**src/rtl/dfdd_pkg.sv**
```systemverilog
// Shared types and constants for the horizontal 2:1 FP16 window generator.
package dfdd_pkg;

  localparam int unsigned FP16_WIDTH = 16;

  typedef enum logic [1:0] {
    S_IDLE,
    S_EVEN,
    S_ODD
  } state_t;

  typedef logic [FP16_WIDTH-1:0] pixel_t;

  // IEEE half-precision +0.0
  localparam pixel_t FP_ZERO = '0;

endpackage

```
**src/rtl/downsampler_h_window_fp16.sv**
```systemverilog
// Horizontal 2:1 decimating 1x4 window generator for a streaming FP16 raster.
// Each output window k spans input columns 2k-1..2k+2 and is emitted one cycle
// after the beat that completes it. Edges replicate the outermost pixel unless
// DOWNSAMPLER_EDGE_ZERO_EN is defined, in which case edge taps are +0.0.
module downsampler_h_window_fp16
  import dfdd_pkg::*;
#(
  parameter int unsigned EXP_WIDTH   = 5,
  parameter int unsigned FRAC_WIDTH  = 10,
  parameter int unsigned IMAGE_WIDTH = 640
) (
  input  logic                                 clk_i,
  input  logic                                 rst_i,
  input  logic [1+EXP_WIDTH+FRAC_WIDTH-1:0]    data_i,
  input  logic [15:0]                          col_i,
  input  logic [15:0]                          row_i,
  input  logic                                 valid_i,
  output logic [1+EXP_WIDTH+FRAC_WIDTH-1:0]    window_o [1][4],
  output logic [15:0]                          col_o,
  output logic [15:0]                          row_o,
  output logic                                 valid_o
);

  localparam int unsigned FP_WIDTH_REG = 1 + EXP_WIDTH + FRAC_WIDTH;
  localparam logic [15:0] LAST_COL     = 16'(IMAGE_WIDTH - 1);
  localparam logic [FP_WIDTH_REG-1:0] PIX_ZERO = FP_WIDTH_REG'(FP_ZERO);

  // Row width must allow at least two complete windows and pair up evenly
  if (((IMAGE_WIDTH % 2) != 0) || (IMAGE_WIDTH < 4)) begin : g_bad_width
    $error("IMAGE_WIDTH must be even and at least 4");
  end

  state_t                    state_q, state_d;
  logic [FP_WIDTH_REG-1:0]   t_m1_q, t_m1_d;
  logic [FP_WIDTH_REG-1:0]   t_0_q, t_0_d;
  logic [FP_WIDTH_REG-1:0]   t_1_q, t_1_d;
  logic [15:0]               row_lat_q, row_lat_d;
  logic [FP_WIDTH_REG-1:0]   win_d [1][4];
  logic [15:0]               col_d;
  logic [15:0]               row_d;
  logic                      emit_d;
  logic [FP_WIDTH_REG-1:0]   left_tap;
  logic [FP_WIDTH_REG-1:0]   right_tap;

`ifdef DOWNSAMPLER_EDGE_ZERO_EN
  // Edge taps outside the image read as +0.0
  assign left_tap  = PIX_ZERO;
  assign right_tap = PIX_ZERO;
`else
  // Edge taps outside the image replicate the outermost pixel
  assign left_tap  = data_i;
  assign right_tap = data_i;
`endif

  // Next-state, tap update and emission decode
  always_comb begin
    state_d   = state_q;
    t_m1_d    = t_m1_q;
    t_0_d     = t_0_q;
    t_1_d     = t_1_q;
    row_lat_d = row_lat_q;
    win_d     = window_o;
    col_d     = col_o;
    row_d     = row_o;
    emit_d    = 1'b0;

    if (valid_i) begin
      if (col_i == 16'd0) begin
        // Start of row from any state; a pending partial window is dropped
        t_m1_d    = left_tap;
        t_0_d     = data_i;
        row_lat_d = row_i;
        state_d   = S_EVEN;
      end else begin
        case (state_q)
          S_EVEN: begin
            if (col_i[0]) begin
              if (col_i == LAST_COL) begin
                win_d[0][0] = t_m1_q;
                win_d[0][1] = t_0_q;
                win_d[0][2] = data_i;
                win_d[0][3] = right_tap;
                col_d       = col_i >> 1;
                row_d       = row_lat_q;
                emit_d      = 1'b1;
                state_d     = S_IDLE;
              end else begin
                t_1_d   = data_i;
                state_d = S_ODD;
              end
            end
          end
          S_ODD: begin
            if (!col_i[0]) begin
              win_d[0][0] = t_m1_q;
              win_d[0][1] = t_0_q;
              win_d[0][2] = t_1_q;
              win_d[0][3] = data_i;
              col_d       = (col_i >> 1) - 16'd1;
              row_d       = row_lat_q;
              emit_d      = 1'b1;
              t_m1_d      = t_1_q;
              t_0_d       = data_i;
              state_d     = S_EVEN;
            end
          end
          default: ;
        endcase
      end
    end
  end

  // State, tap and registered-output update with synchronous reset
  always_ff @(posedge clk_i) begin
    if (rst_i) begin
      state_q   <= S_IDLE;
      t_m1_q    <= PIX_ZERO;
      t_0_q     <= PIX_ZERO;
      t_1_q     <= PIX_ZERO;
      row_lat_q <= 16'd0;
      for (int j = 0; j < 4; j++) window_o[0][j] <= PIX_ZERO;
      col_o     <= 16'd0;
      row_o     <= 16'd0;
      valid_o   <= 1'b0;
    end else begin
      state_q   <= state_d;
      t_m1_q    <= t_m1_d;
      t_0_q     <= t_0_d;
      t_1_q     <= t_1_d;
      row_lat_q <= row_lat_d;
      for (int j = 0; j < 4; j++) window_o[0][j] <= win_d[0][j];
      col_o     <= col_d;
      row_o     <= row_d;
      valid_o   <= emit_d;
    end
  end

endmodule
```
**config.mk**
```make
export PLATFORM = sky130hd
export DESIGN_NAME = downsampler_h_window_fp16
export DESIGN_NICKNAME = d
export VERILOG_FILES = /design/src/rtl/dfdd_pkg.sv /design/src/rtl/downsampler_h_window_fp16.sv
export SDC_FILE = /design/constraint.sdc
export NUM_CORES = 1
export LEC_CHECK = 0
export CAP_MARGIN = 5
export CORE_ASPECT_RATIO = 0.8
export CORE_MARGIN = 3
export CORE_UTILIZATION = 45
export CTS_BUF_LIST = sky130_fd_sc_hd__clkbuf_16
export DETAILED_ROUTE_END_ITERATION = 16
export GPL_TIMING_DRIVEN = 0
export PLACE_DENSITY = 0.72
export SETUP_SLACK_MARGIN = 0.05
export SYNTH_ARGS = -nofsm -noshare
export SYNTH_HDL_FRONTEND = slang
export SYNTH_SLANG_ARGS = --single-unit
```
**constraint.sdc**
```tcl
create_clock -name clk_i -period 4.03 [get_ports clk_i]
set_input_delay 1.0075 -clock clk_i [delete_from_list [all_inputs] [get_ports clk_i]]
set_output_delay 1.0075 -clock clk_i [all_outputs]
set_load 0.03 [all_outputs]
```
# --- After elaboration in Yosys (flattened, before gate mapping) ---
# Cells that the tools add are included.
# W data, S select, Z words.
totals:
  regBits: 163
  inputBits: 51
  output_inout_bits: 97
  word_cells: 62
op_classes:
  n_addsub: 1
  n_eq_ne: 9
  mux: 27
  n_bitwise: 3
  n_reduce_logical: 10
op_table:
  columns: ["operator", "count"]
  rows:
  - ["$mux W16", 12]
  - ["$mux W64", 3]
  - ["$pmux W64 S2", 1]
  - ["$pmux W16 S2", 2]
  - ["$eq A16 B10 Y1 const B", 1]
  - ["$logic_not A16 Y1", 1]
  - ["$sub A15 B1 Y16 const B", 1]
  - ["$mux W2", 4]
  - ["$ne A2 B2 Y1 const B", 3]
  - ["$ne A3 B3 Y1 const B", 2]
  - ["$reduce_and A6 Y1", 1]
  - ["$reduce_and A5 Y1", 1]
  - ["$pmux W2 S2", 1]
  - ["$reduce_and A4 Y1", 1]
  - ["$reduce_bool A2 Y1", 2]
  - ["$mux W1", 3]
  - ["$not A1 Y1", 3]
  - ["$reduce_and A3 Y1", 1]
  - ["$reduce_bool A3 Y1", 1]
  - ["$reduce_or A3 Y1", 1]
  - ["$eq A2 B1 Y1 const B", 1]
  - ["$eq A2 B2 Y1 const B", 1]
  - ["$ne A2 B1 Y1 const B", 1]
  - ["$pmux W1 S2", 1]
  - ["$reduce_and A2 Y1", 1]

# --- Longest topological paths before layout ---
# Gate-level depths: netlist (run 1).
logic_depth:
  word_depth: 5
  depth_mapped: 10
  depth_no_buf: 7

# --- Worst setup path before layout (run 1) ---
# No wires, ideal clock.
synth_path:
  path_kind: "input to register"
  start: "in col_i[11]"
  end: "reg, netlist name window_o[7]"
  setup_time_ns: 0.132
  arrival_time_ns: 2.613
  t_required_ns: 3.898
  setup_slack_ns: 1.285
  cell_stages: 7
  path_buffers: 2
  path_cell_list: "or4_1 > nor4_4 > o21ai_0 > buf_2 > clkbuf_1 > o21ai_0 > a21oi_1"
synth_between:
  elab_chain_len: 3
  elab_cells_between_ends: 5
  classes_between: "eq/ne: 2; bitwise: 1; reduce/logical: 2"
synth_lines:
  columns: ["element", "line", "rtl"]
  rows:
  - ["start: declaration", "downsampler_h_window_fp16.sv:15", "input logic [15:0] col_i,"]
  - ["$eq A16 B10 Y1 / $logic_not A16 Y1 (equally long branches)", "downsampler_h_window_fp16.sv:78, downsampler_h_window_fp16.sv:68", null]
  - ["$ne A2 B2 Y1 (no line) / $not A1 Y1 (equally long branches)", null, null]
  - ["$reduce_and A6 Y1 (no line) *", null, null]
# Every way passes the cells marked *; elsewhere a longest branch is shown, timed or not.
# A chain may end at the register's enable or synchronous reset.

# --- Worst setup path in the final report (run 1) ---
layout_path:
  start: "in col_i[13]"
  end: "reg t_m1_q[8]"
layout_between:
  elab_chain_len: 3
  elab_cells_between_ends: 5
  classes_between: "eq/ne: 1; mux: 1; reduce/logical: 3"
layout_lines:
  columns: ["element", "line", "rtl"]
  rows:
  - ["$logic_not A16 Y1 *", "downsampler_h_window_fp16.sv:68", "if (col_i == 16'd0) begin"]
  - ["$ne A2 B1 Y1 (no line) / $reduce_bool A2 Y1 (equally long branches)", null, null]
  - ["$reduce_and A3 Y1 (no line)", null, null]
  - ["end signal: assignment", "downsampler_h_window_fp16.sv:127", "t_m1_q <= t_m1_d;"]
  - ["end: declaration", "downsampler_h_window_fp16.sv:34", "logic [FP_WIDTH_REG-1:0] t_m1_q, t_m1_d;"]
# Marks and branches as above.

==> metrics list, run 1 <==
- Status: complete, no violations
- Number of global-route vias before repair: 6081
- Start-to-end type of the worst setup path: in2reg
- Largest net degree at the start of global routing: 17
* CTS tree: done
- Setup violations remaining at the end of the flow were counted as 0.
* Post-synth top flop: sky130_fd_sc_hd__dfxtp_1
- Count of port buffers added during placement: 144
- Simple-gate portion of the synthesized area: 0.1294
- Setup slack after placement: between 0.3 and 0.4 ns
* Max-cap viol count: 0
- Number of antenna violations at the first check in global routing: 0
- Required time at the worst-slack endpoint: about 4.3 ns
- Number of rows in the core area: 39
- Counting every instance in the synthesized netlist gives 765.
- Cts bufs inserted: 17
- The tree is rooted in a sky130_fd_sc_hd__clkbuf_16.
- Pins over their slew limit: 0
- The repair_antennas step left the layout with diodes totalling 0.
- In this run the horizontal extent of the chip is 142.2 microns.
- Most common cell after layout, fill and taps aside: sky130_fd_sc_hd__dfxtp_1
- Of the total synthesized cell area, the portion taken by XOR and XNOR cells is 0.01704.
* Most frequent cells in the layout: sky130_fd_sc_hd__dfxtp_1 (163), sky130_fd_sc_hd__a21oi_1 (146), sky130_fd_sc_hd__clkdlybuf4s50_1 (144)
* Routability Congestion: 0.8718
- P&R area growth vs syn: 33.00%
- Final instance area: between 8000 and 9000 sq um
- Worst Max-Slew Pin Slew: 0.7502 ns
* Congestion Overflow GR: 0
- Signal arrival time at the worst endpoint: 3.63 ns
* DR iter-0 viols: 530
* # clock sinks: 163
- Endpoint type of the worst setup path: register
- The analysis attributes to cell leakage a power of 2.758 nW.
- Of all flip-flops after synthesis, the portion carrying an async set or reset was 0.
- At the end of the flow, the number of nets in the layout was approximately 980.
- Tcrit/Tclk final: 0.8284
- Y dimension of the die: 115.0 microns
- After synthesis, the largest family of logic cells by area is compound AO/OA/AOI/OAI gates.
- Number of optimization iterations in the first detailed-route pass: 6
- During synthesis, Yosys emitted a total of 0 warnings.
- Total Neg Setup Slack: 0 ns
* Source-to-sink clock delay at the later pin of the worst-skew pair: approximately 0.43 ns
- Ratio of total power to cell area: 425.5 nW/um^2
- In this run the cell area measured after placement is 8352 sq um.
- Mux share of post-synthesis cell area: 0.07361
* Average routed wire per standard cell: about 18 microns
* Number of setup buffers added after CTS: 0
* Post-synthesis cell type with the largest combined area: sky130_fd_sc_hd__dfxtp_1
- In this run, synthesis inferred 0 flip-flops with an integrated enable.
* Netlist area before placement: about 6700 sq um
- Detailed placer's ending HPWL: 14800 microns
* Fraction of final layout cells sized beyond drive strength 1: 0.06695
- Clock transition time at the flip-flop clock pins of the worst setup and hold paths: 0.07 ns
- The number of hold buffers added after CTS was 0.
* Final core occ: 0.6172
- The worst setup path is launched from an input port.
- The worst-case IR drop observed on VDD is 291.7 uV.
- Area share of the largest cell type after synthesis: 0.4885
- The worst hold path belongs to the class reg2reg.
* Sequential-to-total area share from yosys stat: 0.4885
- Starting density of the core: 0.4641
- Ports placed on the boundary: 148
* Via density: 5.841
- The netlist uses 41 different library cells.
* Synth area leaders: sky130_fd_sc_hd__dfxtp_1 (49%), sky130_fd_sc_hd__a21oi_1 (11%), sky130_fd_sc_hd__mux2i_1 (7.2%)
- Max Clock Skew: 0.005997 ns
- Averaged over all synthesized cells, the footprint is 8.732 sq um.
- Slew Limit Headroom: 0.4953
- The H-tree was split into 4 levels.
- The compound-cell area share of the yosys netlist is 0.2319.
* Total GRT Usage: 0.2503
- Gates resized during post-CTS repair numbered 0.
- Minimum setup slack in the final design: 0.6915 ns
- The clock period could shrink to 3.338 ns.
- The first global-routing pass estimated 32330 microns of wire.
* Adder-cell area share of the yosys netlist: 0.005619
* Total Die Area: 16350 sq um
- Number of hold violations in the final report: 0
- Largest fanout of any net on the critical path: 10
- Max Clock Freq: 299.5 MHz
* Number of remaining DRC errors: 0
- Setup repair after global routing left no endpoint under its margin.
- Number of nets in the synthesized netlist: roughly 820
- Once detail routing completed, the nets flagged for antenna violations numbered 0.
- The routed design has roughly 21000 microns of wire.
- Detailed routing inserted a total of around 6600 vias.
* Core outline area: ~14000 sq um
* Post-synthesis register bit count: about 160
- Clock tree buffer depth: 2
## state kept, by name, summed over array words and instances, names as in the netlist
name	flops
t_0_q	16
row_o	16
window_o	64
t_1_q	16
t_m1_q	16
state_q	2
row_lat_q	16
col_o	16
valid_o	1
## cell usage after synthesis (all sizes together) (2+ instances only)
cell type and count:
inv 6, a311oi 2, nor2 25, nand2 37, or4 2, nand3 85, nor3 7, buf 25
xor2 4, nor4 7, or3 3, a21o 2, dfxtp 163, xnor2 9, o21ai 82, mux2i 48
a211oi 46, ha 3, a21oi 146, clkbuf 51, nand4 2
## layer usage
layer  track usage  vias to the layer above  wire length (microns)
met5             0                        -                      0
met4       0.06841                        0                    338
met3       0.04906                       32                   1838
met2        0.3700                      294                   8915
met1        0.3729                     3144                   9600
li1              -                     3101                      -
## logic make-up after synthesis
group / after synthesis
AO/OA/AOI/OAI: 281
XOR/XNOR: 13
adder cells (fa/ha/maj): 3
buffers and inverters: 82
flip-flops: 163
multiplexers: 49
AND/OR/NAND/NOR: 174
## critical path, stage by stage
cell,delay (ns)
sky130_fd_sc_hd__clkdlybuf4s50_1,0.50
sky130_fd_sc_hd__nor4_1,0.47
sky130_fd_sc_hd__and3_1,0.26
sky130_fd_sc_hd__clkbuf_1,0.19
sky130_fd_sc_hd__a21oi_1,0.25
sky130_fd_sc_hd__nor2_1,0.49
sky130_fd_sc_hd__buf_2,0.34
sky130_fd_sc_hd__a211oi_1,0.11
## metrics by stage
step	power (mW)	std cells	hold WS, ns
6_report	3.780	1125	0.4557
5_1_grt	3.901	1125	0.4754
4_1_cts	3.780	1125	0.4586
3_5_place_dp	2.308	1093	0.4488
3_3_place_gp	2.304	1093	0.4439
2_1_floorplan	2.057	765	0.4366
## power breakdown
group          switching [mW]  internal [mW]
Combinational           0.395          0.203
Clock                   0.701          0.795
Sequential             0.0288           1.66
Total                    1.13           2.65
## path summary, 6_finish.rpt
check	cells after the start	from	slack, ns	endpoint
worst min register to register	2	row_lat_q[0]	0.46	row_lat_q[0]
worst max register to register	8	state_q[0]	1.59	t_m1_q[8]
worst max-delay path	8	col_i[13]	0.69	t_m1_q[8]
worst min-delay path	2	row_lat_q[0]	0.46	row_lat_q[0]
## area by class of cell
type / count / area (sq um)
multi-input cells: 520 / 3057
inverters: 6 / 22.52
well taps: 184 / 230.2
repair buffers: 144 / 1441
clock inverters: 15 / 107.6
clock buffers: 17 / 425.4
fillers: 1276 / 5510
flip-flops and latches: 163 / 3263
plain buffers: 76 / 337.8
Power figures use the tool's default switching activity.
==> inputs of run 2 (changes only) <==
==> constraint.sdc (replaced) <==
create_clock -name clk_i -period 3.4 [get_ports clk_i]
set_input_delay 0.85 -clock clk_i [delete_from_list [all_inputs] [get_ports clk_i]]
set_output_delay 0.85 -clock clk_i [all_outputs]
set_load 0.03 [all_outputs]
==> results of run 2 <==
Same layout as run 1 (identical final DEF). Status: complete, no violations.
Among the figures that moved: setup slack after placement 0.3341 ns -> -0.1384 ns; setup slack after layout 0.6915 ns -> 0.2190 ns; register-to-register setup slack 1.59 ns -> 0.96 ns; total power 3.780 mW -> 4.480 mW; worst IR drop on VDD 291.7 uV -> 345.8 uV
==> inputs of run 3 (changes only) <==
--- a/config.mk
+++ b/config.mk
@@ -8,11 +8,11 @@
 export CAP_MARGIN = 5
 export CORE_ASPECT_RATIO = 0.8
 export CORE_MARGIN = 3
-export CORE_UTILIZATION = 45
+export CORE_UTILIZATION = 50
 export CTS_BUF_LIST = sky130_fd_sc_hd__clkbuf_16
 export DETAILED_ROUTE_END_ITERATION = 16
 export GPL_TIMING_DRIVEN = 0
-export PLACE_DENSITY = 0.72
+export PLACE_DENSITY = 0.79
 export SETUP_SLACK_MARGIN = 0.05
 export SYNTH_ARGS = -nofsm -noshare
 export SYNTH_HDL_FRONTEND = slang
==> metrics list, run 3 (synthesized netlist as in run 1, its figures left out) <==
* Status: complete, no violations
* CTS hold repair buffers: 0 (unchanged)
* Unrepaired setup endpoints after global routing: false
* Number of global-route vias before repair: 6063 (-0.30%)
* Max FFs per register: 64 (unchanged)
- Number of remaining DRC errors: 0 (unchanged)
* DR iter-0 viols: 699 (+32%)
- Cell with the most instances on the worst path: sky130_fd_sc_hd__o21ai_0
- The tightest min-delay check is of the reg2reg type.
* Detailed placer's ending HPWL: 14530 microns (-1.8%)
- Total Neg Setup Slack: 0 ns (unchanged)
- Delay-heaviest family, CP: simple AND/OR/NAND/NOR gates
- Largest fanout of any net on the critical path: 10 (unchanged)
* DIE WIDTH: 135.2 microns (-4.9%)
* Cell with the largest stage delay on the worst path: sky130_fd_sc_hd__or4_1
* Via density: 5.822 (-0.33%)
* Required time at the worst-slack endpoint: approximately 3.7 ns
* Placed Cells incl. Taps: 1084 (-0.82%)
* Final-stage net count: 982 (unchanged)
- Count of cells resized by post-cts repair: 0 (unchanged)
* Signal arrival time at the worst endpoint: 3.44 ns
- The count of pins on the block boundary was 148 (unchanged).
- Area post-placement: 8341 sq um (-0.13%)
* Number of setup buffers added after CTS: 0 (unchanged)
- The startpoint identified for the worst hold timing path is row_lat_q[6].
- Number of antenna violations at the first check in global routing: 0 (unchanged)
* Start-to-end type of the worst setup path: in2reg
- Tcrit/Tclk final: 0.9276
- The via count was 6491 (-1.2%).
- The number of sinks driven by the clock tree came to 163 (unchanged).
* Met1 track demand over resource: 0.3998 (+0.02684)
- VDD sags by at most between 300 and 400 uV.
* Launch point of the critical path: col_i[13]
* Total Die Area: 14790 sq um (-9.5%)
- Derived from the worst setup path, the maximum achievable clock frequency is 317.1 MHz.
- The insertion delay to the later sink of the worst-skew pair is 0.43 ns (about the same).
- The count of port buffers added during placement came to 144 (unchanged).
- Chain of cells forming the critical path: clkdlybuf4s50_1 -> or4_1 -> nor4_4 -> o21ai_0 -> buf_2 -> clkbuf_1 -> o21ai_0 -> a21oi_1
* Slew Limit Headroom: 0.4532 (-0.04213)
- The number of setup violations in the final report was 0 (unchanged).
- CTS tree: done
* Number of hold violations in the final report: 0 (unchanged)
- Congestion Overflow GR: 0 (unchanged)
- Most frequent cells in the layout: sky130_fd_sc_hd__dfxtp_1 (163), sky130_fd_sc_hd__a21oi_1 (146), sky130_fd_sc_hd__clkdlybuf4s50_1 (144)
- The final max-slew violation count is 0 (unchanged).
- First-pass GRT wire length: 32460 microns (+0.41%)
- The die height is 109.4 microns (-4.9%).
- The placeable core area is 12960 sq um (-10%).
- The level count of the clock H-tree was 4 (unchanged).
- Non-filler cells, final: 1115 (-0.89%)
* Delay of the slowest critical-path stage: 0.62 ns (+0.12 ns)
- Max-cap viol count: 0 (unchanged)
* Number of antenna-violating nets in the routed design: 0 (unchanged)
- Dividing total power by cell area gives a power density of between 500 and 600 nW/um^2.
- In this run the most used layer during global routing was met2.
- Final instance area: 8936 sq um (+0.58%)
* Number of optimization iterations in the first detailed-route pass: 5 (-1)
* Leakage: 2.769 nW (+0.39%)
- The worst clock skew was 0.01003 ns (+0.004029 ns).
- The worst path needs 3.154 ns of the cycle, external delays included.
* Starting density of the core: 0.5153 (+0.05129)
* Total GRT Usage: 0.2785 (+0.02820)
- Fraction of final layout cells sized beyond drive strength 1: 0.06702 (+0.00007122)
- P&R area growth vs syn: 33.77%
* Origin of the critical flop-to-flop path: state_q[0]
- Met2 layer usage reported by global route: 0.4197 (+0.04973)
* Worst Max-Slew Pin Slew: 0.8128 ns (+0.06261 ns)
* # diodes: 0 (unchanged)
- Grt met3 use: 0.06084 (+0.01178)
* Cts bufs inserted: 17 (unchanged)
- Root buffer selected by CTS: sky130_fd_sc_hd__clkbuf_16
- Register name with the most flops: window_o
- The total wire length after detailed routing was 20540 microns (-0.75%).
- Routability Congestion: 0.8919 (+2.3%)
- The cell row count came to 37 (-5.1%).
- The largest net degree at the start of global routing was 17 (unchanged).
* Most common cell after layout, fill and taps aside: sky130_fd_sc_hd__dfxtp_1
- Endpoint type of the worst setup path: register
- STA classifies the critical path startpoint as an input port.
- Average routed wire per standard cell: 18.42 microns (+0.14%)
- Clock tree buffer depth: 2 (unchanged)
- WP buf/inv: 3 (unchanged)
* Clock transition time at the flip-flop clock pins of the worst setup and hold paths: 0.06 ns (about the same)
## run 3: changes by cell type in the layout (fill, tap and decap cells not counted), sizes merged
cell | before | now
bufinv | 0 | 3
inv | 14 | 8
clkinvlp | 2 | 5
clkinv | 5 | 4
## run 3: report_power, final
group / switching (mW) / internal [mW]
Clock: 0.783 / 1.15
Sequential: 0.0340 / 1.96
Combinational: 0.470 / 0.240
## run 3: worst min-delay path: cells and delay by family (launching register included)
kind             cells  cell delay, ns
flip-flops           1            0.31
AND/OR/NAND/NOR      1            0.05
AO/OA/AOI/OAI        1            0.05
## run 3: stage by stage
stage                     power, mW    util  hold WS [ns]  setup slack, ns
after CTS                     4.626  0.6889        0.4591           0.2440
after global routing          4.791  0.6894        0.4775          0.07382
after global placement        2.723  0.6434        0.4431         -0.04518
after floorplan               2.438       -        0.4366           0.8121
after detailed placement      2.732  0.6434        0.4502          -0.1182
final                         4.637  0.6894        0.4567           0.2462
## run 3: path summary, 6_finish.rpt
path,cells after the start,to,slack (ns)
max,8,row_o[15],0.25
min,2,row_lat_q[6],0.46
max reg2reg,8,t_m1_q[9],0.91
min reg2reg,2,row_lat_q[6],0.46
## run 3: layer usage
layer | part of all wire | routed length (microns)
met4 | 0.017 | 354
met5 | 0 | 0
met2 | 0.44 | 8959
met3 | 0.092 | 1882
met1 | 0.45 | 9340
## run 3: cell type report
| type | instances | area, sq um |
|---|---|---|
| well taps | 175 | 219.0 |
| fillers | 1060 | 4026 |
| multi-input cells | 520 | 3063 |
| clock buffers | 17 | 425.4 |
| plain buffers | 76 | 337.8 |
| repair buffers | 144 | 1441 |
| flip-flops and latches | 163 | 3263 |
| clock inverters | 14 | 163.9 |
| inverters | 6 | 22.52 |
